$ cat config.mk
export PLATFORM = sky130hd
export DESIGN_NAME = hsv_frame_streamer
export DESIGN_NICKNAME = d
export VERILOG_FILES = /design/src/rtl/hsv_frame_streamer.sv
export SDC_FILE = /design/constraint.sdc
export NUM_CORES = 1
export LEC_CHECK = 0
export CORE_ASPECT_RATIO = 1.1
export CORE_MARGIN = 2
export CORE_UTILIZATION = 40
export CTS_CLUSTER_DIAMETER = 40
export DETAILED_ROUTE_END_ITERATION = 12
export DONT_BUFFER_PORTS = 1
export MAX_ROUTING_LAYER = met4
export PLACE_DENSITY = 0.52
export SYNTH_ARGS = -nofsm -noshare
export SYNTH_HDL_FRONTEND = slang
export SYNTH_SLANG_ARGS = --single-unit
$ cat constraint.sdc
create_clock -name CLK -period 42.6 [get_ports CLK]
set_clock_uncertainty 0.1 [all_clocks]
set_input_delay 2.13 -clock CLK [delete_from_list [all_inputs] [get_ports CLK]]
set_output_delay 2.13 -clock CLK [all_outputs]
set_load 0.01 [all_outputs]
$ cat src/rtl/hsv_frame_streamer.sv
// hsv_frame_streamer: walks an image ROM in row-major order, converts each
// RGB888 pixel to HSV (H 0..359, S/V 0..100) through a two-stage pipeline and
// presents one pixel per beat on a valid/ready stream with x/y and frame markers.
module hsv_frame_streamer #(
    parameter int WIDTH      = 400,
    parameter int HEIGHT     = 400,
    parameter int ADDR_W     = 18,
    parameter int X_W        = 9,
    parameter int Y_W        = 9,
    parameter int CONTINUOUS = 0
) (
    input  logic              CLK,
    input  logic              Reset_0,
    input  logic              start,
    input  logic              out_ready,
    output logic [ADDR_W-1:0] mem_addr,
    input  logic [23:0]       mem_rgb,
    output logic              out_valid,
    output logic [8:0]        H,
    output logic [6:0]        S,
    output logic [6:0]        V,
    output logic [23:0]       rgb_out,
    output logic [X_W-1:0]    x,
    output logic [Y_W-1:0]    y,
    output logic              sof,
    output logic              eol,
    output logic              eof,
    output logic              busy,
    output logic              done,
    output logic [7:0]        frame_cnt
);

    localparam logic [X_W-1:0] X_LAST = X_W'(WIDTH - 1);
    localparam logic [Y_W-1:0] Y_LAST = Y_W'(HEIGHT - 1);

    typedef enum logic [1:0] {ST_IDLE, ST_FETCH, ST_DRAIN} state_t;

    state_t           r_state;
    logic [X_W-1:0]   r_fx;
    logic [Y_W-1:0]   r_fy;
    logic [2:1]       r_vld_pipe;

    // stage-1 registers
    logic [23:0]      r1_rgb;
    logic [7:0]       r1_max;
    logic [7:0]       r1_delta;
    logic [1:0]       r1_sel;      // 0: max is R, 1: G, 2: B
    logic [X_W-1:0]   r1_x;
    logic [Y_W-1:0]   r1_y;
    logic             r1_sof, r1_eol, r1_eof;

    logic             w_en, w_issue, w_last, w_acc_eof;
    logic [7:0]       w_r, w_g, w_b, w_max, w_min;
    logic [1:0]       w_sel;
    logic [7:0]       w1_r, w1_g, w1_b, w_a, w_bb, w_diff;
    logic signed [11:0] w_base, w_h;
    logic [6:0]       w_t;

    // Everything advances together; a stalled output beat freezes the whole chain.
    assign w_en      = !r_vld_pipe[2] || out_ready;
    assign w_issue   = (r_state == ST_FETCH) && w_en;
    assign w_last    = (r_fx == X_LAST) && (r_fy == Y_LAST);
    assign w_acc_eof = r_vld_pipe[2] && out_ready && eof;
    assign out_valid = r_vld_pipe[2];

    // Max/min with R > G > B priority on ties, so the hue base is deterministic.
    assign w_r   = mem_rgb[23:16];
    assign w_g   = mem_rgb[15:8];
    assign w_b   = mem_rgb[7:0];
    assign w_sel = (w_r >= w_g && w_r >= w_b) ? 2'd0 : ((w_g >= w_b) ? 2'd1 : 2'd2);
    assign w_max = (w_sel == 2'd0) ? w_r : ((w_sel == 2'd1) ? w_g : w_b);
    assign w_min = (w_r <= w_g && w_r <= w_b) ? w_r : ((w_g <= w_b) ? w_g : w_b);

    // Control FSM: fetch address/coordinates, busy/done handshake, frame counter.
    always_ff @(posedge CLK or negedge Reset_0) begin
        if (!Reset_0) begin
            r_state   <= ST_IDLE;
            mem_addr  <= '0;
            r_fx      <= '0;
            r_fy      <= '0;
            busy      <= 1'b0;
            done      <= 1'b0;
            frame_cnt <= '0;
        end else begin
            done <= 1'b0;
            if (w_acc_eof)
                frame_cnt <= frame_cnt + 8'd1;
            case (r_state)
                ST_IDLE: begin
                    // a start coinciding with the done pulse is deliberately dropped
                    if (start && !done) begin
                        r_state  <= ST_FETCH;
                        busy     <= 1'b1;
                        mem_addr <= '0;
                        r_fx     <= '0;
                        r_fy     <= '0;
                    end
                end
                ST_FETCH: begin
                    if (w_en) begin
                        if (w_last) begin
                            mem_addr <= '0;
                            r_fx     <= '0;
                            r_fy     <= '0;
                            if (CONTINUOUS == 0)
                                r_state <= ST_DRAIN;
                        end else begin
                            mem_addr <= mem_addr + ADDR_W'(1);
                            if (r_fx == X_LAST) begin
                                r_fx <= '0;
                                r_fy <= r_fy + Y_W'(1);
                            end else begin
                                r_fx <= r_fx + X_W'(1);
                            end
                        end
                    end
                end
                ST_DRAIN: begin
                    if (w_acc_eof) begin
                        r_state <= ST_IDLE;
                        busy    <= 1'b0;
                        done    <= 1'b1;
                    end
                end
                default: r_state <= ST_IDLE;
            endcase
        end
    end

    // Valid shift register: bit 1 = stage 1, bit 2 = output stage.
    always_ff @(posedge CLK or negedge Reset_0) begin
        if (!Reset_0)
            r_vld_pipe <= '0;
        else if (w_en)
            r_vld_pipe <= {r_vld_pipe[1], w_issue};
    end

    // Stage 1: capture the ROM pixel with its extrema and coordinates.
    always_ff @(posedge CLK or negedge Reset_0) begin
        if (!Reset_0) begin
            r1_rgb   <= '0;
            r1_max   <= '0;
            r1_delta <= '0;
            r1_sel   <= '0;
            r1_x     <= '0;
            r1_y     <= '0;
            r1_sof   <= 1'b0;
            r1_eol   <= 1'b0;
            r1_eof   <= 1'b0;
        end else if (w_issue) begin
            r1_rgb   <= mem_rgb;
            r1_max   <= w_max;
            r1_delta <= w_max - w_min;
            r1_sel   <= w_sel;
            r1_x     <= r_fx;
            r1_y     <= r_fy;
            r1_sof   <= (r_fx == '0) && (r_fy == '0);
            r1_eol   <= (r_fx == X_LAST);
            r1_eof   <= w_last;
        end
    end

    // Hue: pick (base, a, b) by max channel, offset by 60*|a-b|/delta, fold into 0..359.
    always_comb begin
        w1_r   = r1_rgb[23:16];
        w1_g   = r1_rgb[15:8];
        w1_b   = r1_rgb[7:0];
        w_a    = w1_g;
        w_bb   = w1_b;
        w_base = 12'sd0;
        case (r1_sel)
            2'd0:    begin w_a = w1_g; w_bb = w1_b; w_base = 12'sd0;   end
            2'd1:    begin w_a = w1_b; w_bb = w1_r; w_base = 12'sd120; end
            default: begin w_a = w1_r; w_bb = w1_g; w_base = 12'sd240; end
        endcase
        w_diff = (w_a >= w_bb) ? (w_a - w_bb) : (w_bb - w_a);
        w_t    = (r1_delta == 8'd0) ? 7'd0
               : 7'((16'(w_diff) * 16'd60) / 16'(r1_delta));
        w_h    = (w_a >= w_bb) ? (w_base + $signed({5'd0, w_t}))
                               : (w_base - $signed({5'd0, w_t}));
        if (w_h < 12'sd0)
            w_h = w_h + 12'sd360;
        else if (w_h >= 12'sd360)
            w_h = w_h - 12'sd360;
        if (r1_delta == 8'd0)
            w_h = 12'sd0;
    end

    // Stage 2: HSV results and beat sidebands, driven straight onto the outputs.
    always_ff @(posedge CLK or negedge Reset_0) begin
        if (!Reset_0) begin
            H       <= '0;
            S       <= '0;
            V       <= '0;
            rgb_out <= '0;
            x       <= '0;
            y       <= '0;
            sof     <= 1'b0;
            eol     <= 1'b0;
            eof     <= 1'b0;
        end else if (w_en) begin
            H       <= w_h[8:0];
            S       <= (r1_delta == 8'd0) ? 7'd0
                     : 7'((16'(r1_delta) * 16'd100) / 16'(r1_max));
            V       <= 7'((16'(r1_max) * 16'd100) / 16'd255);
            rgb_out <= r1_rgb;
            x       <= r1_x;
            y       <= r1_y;
            sof     <= r_vld_pipe[1] && r1_sof;
            eol     <= r_vld_pipe[1] && r1_eol;
            eof     <= r_vld_pipe[1] && r1_eof;
        end
    end

endmodule

==> impl_metrics.yaml <==
placement:
  hpwlAfterDp_um: 65800
  portBuffers: 0
  gp_congestion: 0.889
setup_path:
  worst_setup_path_end_kind: "register"
  worst_r2r_startpoint: "r1_delta[2]"
  cp.required_ns: 42.82
  path_class: "register to register"
  cp-startpoint: "r1_delta[2]"
  max_stage_delay_ns: 0.75
  worstPathArrival_ns: 39.77
  cpMaxStageDelayCell: "fa_1"
  cp-start-kind: "register"
  cp_common_cell: "a21oi_1"
  crit_path_max_fanout: 20
floorplanning:
  die_w_um: 250
  core-area_um2: 66000
  rows: 99
  initial_utilization: 0.402
  die_h_um: 274
  ioPinCount: 125
  die_area_um2: 68500
timing:
  slew_headroom: 0.223
  timing.fmax_ghz: 0.0253
  drv_slew: 0
  hold_slack_ns: 0.378
  worst_slew_pin_slew_ns: 1.16
  fin_crit_sh: 0.928
  hold_violations: 0
  setup_viol: 0
  fin_crit_ns: 39.55
finish:
  area_growth_syn_to_layout_pct: 7.53
  seq_area_um2: 4530
  fillers: 6754
  multi_input_area_um2: 21200
  num_antenna_cells: 0
  nets: 3900
  fin_util: 0.432
  drive_above_1_share: 0.0769
synthesis:
  synth_enable_flop_cells: 0
  ys_ff_latch: 181
  yosys.area_share.adder: 0.184
  synth-simple-area-share: 0.253
  async_reset_ff_frac: 1.00
  syn_inst: 3508
  ys_types: 118
  synth_compound_area_frac: 0.249
  ys_seq_area_frac: 0.171
  syn_nets: 3911
  synthMuxAreaShare: 0.0387
  synth_top_cell_area_share: 0.171
  yosysTopAreaCell: "dfrtp_1"
  synth_top_family_by_area: "simple AND/OR/NAND/NOR gates"
  syn_avg_cell_area_um2: 7.57
  ys.flop_type: "dfrtp_1"
  synth_xor_area_frac: 0.0666
  ys_warn_count: 0
  synthTopCellsByArea: "dfrtp_1, ha_1, nand2_1"
  synthesis.area_um2: 26500
clock_tree:
  numCtsBuffers: 17
  clock-root-buffer: "clkbuf_16"
  cts_tree: "built"
  clockBufferDepth: 2
  clkTransAtPathRegs_ns: 0.08
  cts_hold_buf: 0
  htree_levels: 4
  cts.sinks: 181
  clock_latency_ns: 0.45
routing:
  viasPerCell: 5.85
  wl_per_cell_um: 19.1
  drt_wl_total_um: 83600
  drc_errors: 0
  drtIter0Drc: 1369
  drtAntennaViolNets: 0
  drtPass1Iterations: 5
  vias: 25600
global_routing:
  antenna_found_initial: 0
  grt_pass1_vias: 24900
  grt_pass1_wl_um: 133000
  grt_max_degree: 182
  grt.overflow.total: 0
  gr-usage-all-layers: 0.246
worst_hold_path:
  hp-class: "register to register"
  worstHoldStart: "r1_y[8]"
run:
  maxCapViolCount: 0
run_status:
  status: "complete, no violations"
## cells by family (layout without fill, tap and decap cells)
| kind of cell | after synthesis | in the layout |
|---|---|---|
| compound gates | 996 | 996 |
| mux | 96 | 96 |
| flops | 181 | 181 |
| simple gates | 1391 | 1391 |
| xor+xnor | 202 | 202 |
| fa+ha+maj | 376 | 376 |
| buf+inv | 265 | 267 |
| other cells | 1 | 1 |
## metrics by stage
stage	cell area (um^2)	setup TNS [ns]	std cells	worst slack [ns]
2_1_floorplan	26500	0	3508	3.33
3_3_place_gp	27600	0	4318	1.44
3_5_place_dp	27600	0	4318	0.0152
4_1_cts	28200	0	4350	0.0756
5_1_grt	28500	-0.374	4368	-0.138
6_report	28500	0	4368	3.05
## cell usage after synthesis, drive strengths merged (63+ instances only)
master and n:
a21o 79, nor2 277, nor3 123, o21ai 269
xnor2 122, inv 177, ha 351, clkbuf 74
nand2 514, nand2b 66, nor2b 63, a21oi 222
xor2 80, nand3 85, o21a 108, dfrtp 181
## placed cells by master (no fill, tap or decap), types with 84 or more instances in the layout
cell / synthesis / layout
nand2_1: 512 / 508
xnor2_1: 122 / 121
dfrtp_1: 181 / 178
o21ai_0: 245 / 238
a21oi_1: 221 / 215
nor2_1: 273 / 266
o21a_1: 108 / 108
inv_1: 174 / 171
nand3_1: 85 / 84
ha_1: 351 / 351
nor3_1: 122 / 121
## repair_timing
item,in CTS,in global routing
setup buffers,0,18
endpoints found under the setup margin,5,11
pin swaps,0,4
gates resized for setup,3,62
## layout make-up
class                           count  share of cell area
Timing Repair Buffer               58              0.0154
Multi-Input combinational cell   3062               0.744
Sequential cell                   181               0.159
Inverter                          177              0.0237
Clock inverter                     14             0.00557
Clock buffer                       18              0.0150
Tap cell                          858              0.0376
## sequential cells by signal, summed over array words and instances, names as in the netlist, 8 cells and up
name       count
r1_rgb        24
rgb_out       24
mem_addr      18
H              9
r1_x           9
r1_y           9
r_fx           9
r_fy           9
x              9
y              9
frame_cnt      8
r1_delta       8
r1_max         8
## final timing paths
kind | to | slack, ns | cells past startpoint
hold reg to reg | y[8] | 0.38 | 2
setup reg to reg | S[0] | 3.05 | 172
setup / recovery | S[0] | 3.05 | 172
hold / removal | y[8] | 0.38 | 2
min in group asynchronous | frame_cnt[1] | 1.26 | 0
max in group asynchronous | S[0] | 40.93 | 0
## worst max-delay path: cells and delay by family, from the launching register on
kind	cells	cell delay [ns]
buf+inv	5	0.82
compound gates	85	18.79
mux	5	1.69
flops	1	0.54
fa+ha+maj	19	6.54
xor+xnor	3	0.50
simple gates	55	10.32
## layer usage
metal  vias to the layer above  share of wire  global-route usage  routed length (um)
met3                        99          0.046              0.0338                3870
met5                         -              0                   -                   0
li1                      12700              -                   -                   -
met2                       512           0.49               0.426               40800
met4                         0          0.025              0.0669                2070
met1                     12300           0.44               0.299               36800
Power is left out: the tool's default activity adds up to more than one toggle a clock period on the data nets, which glitch-free logic cannot reach.
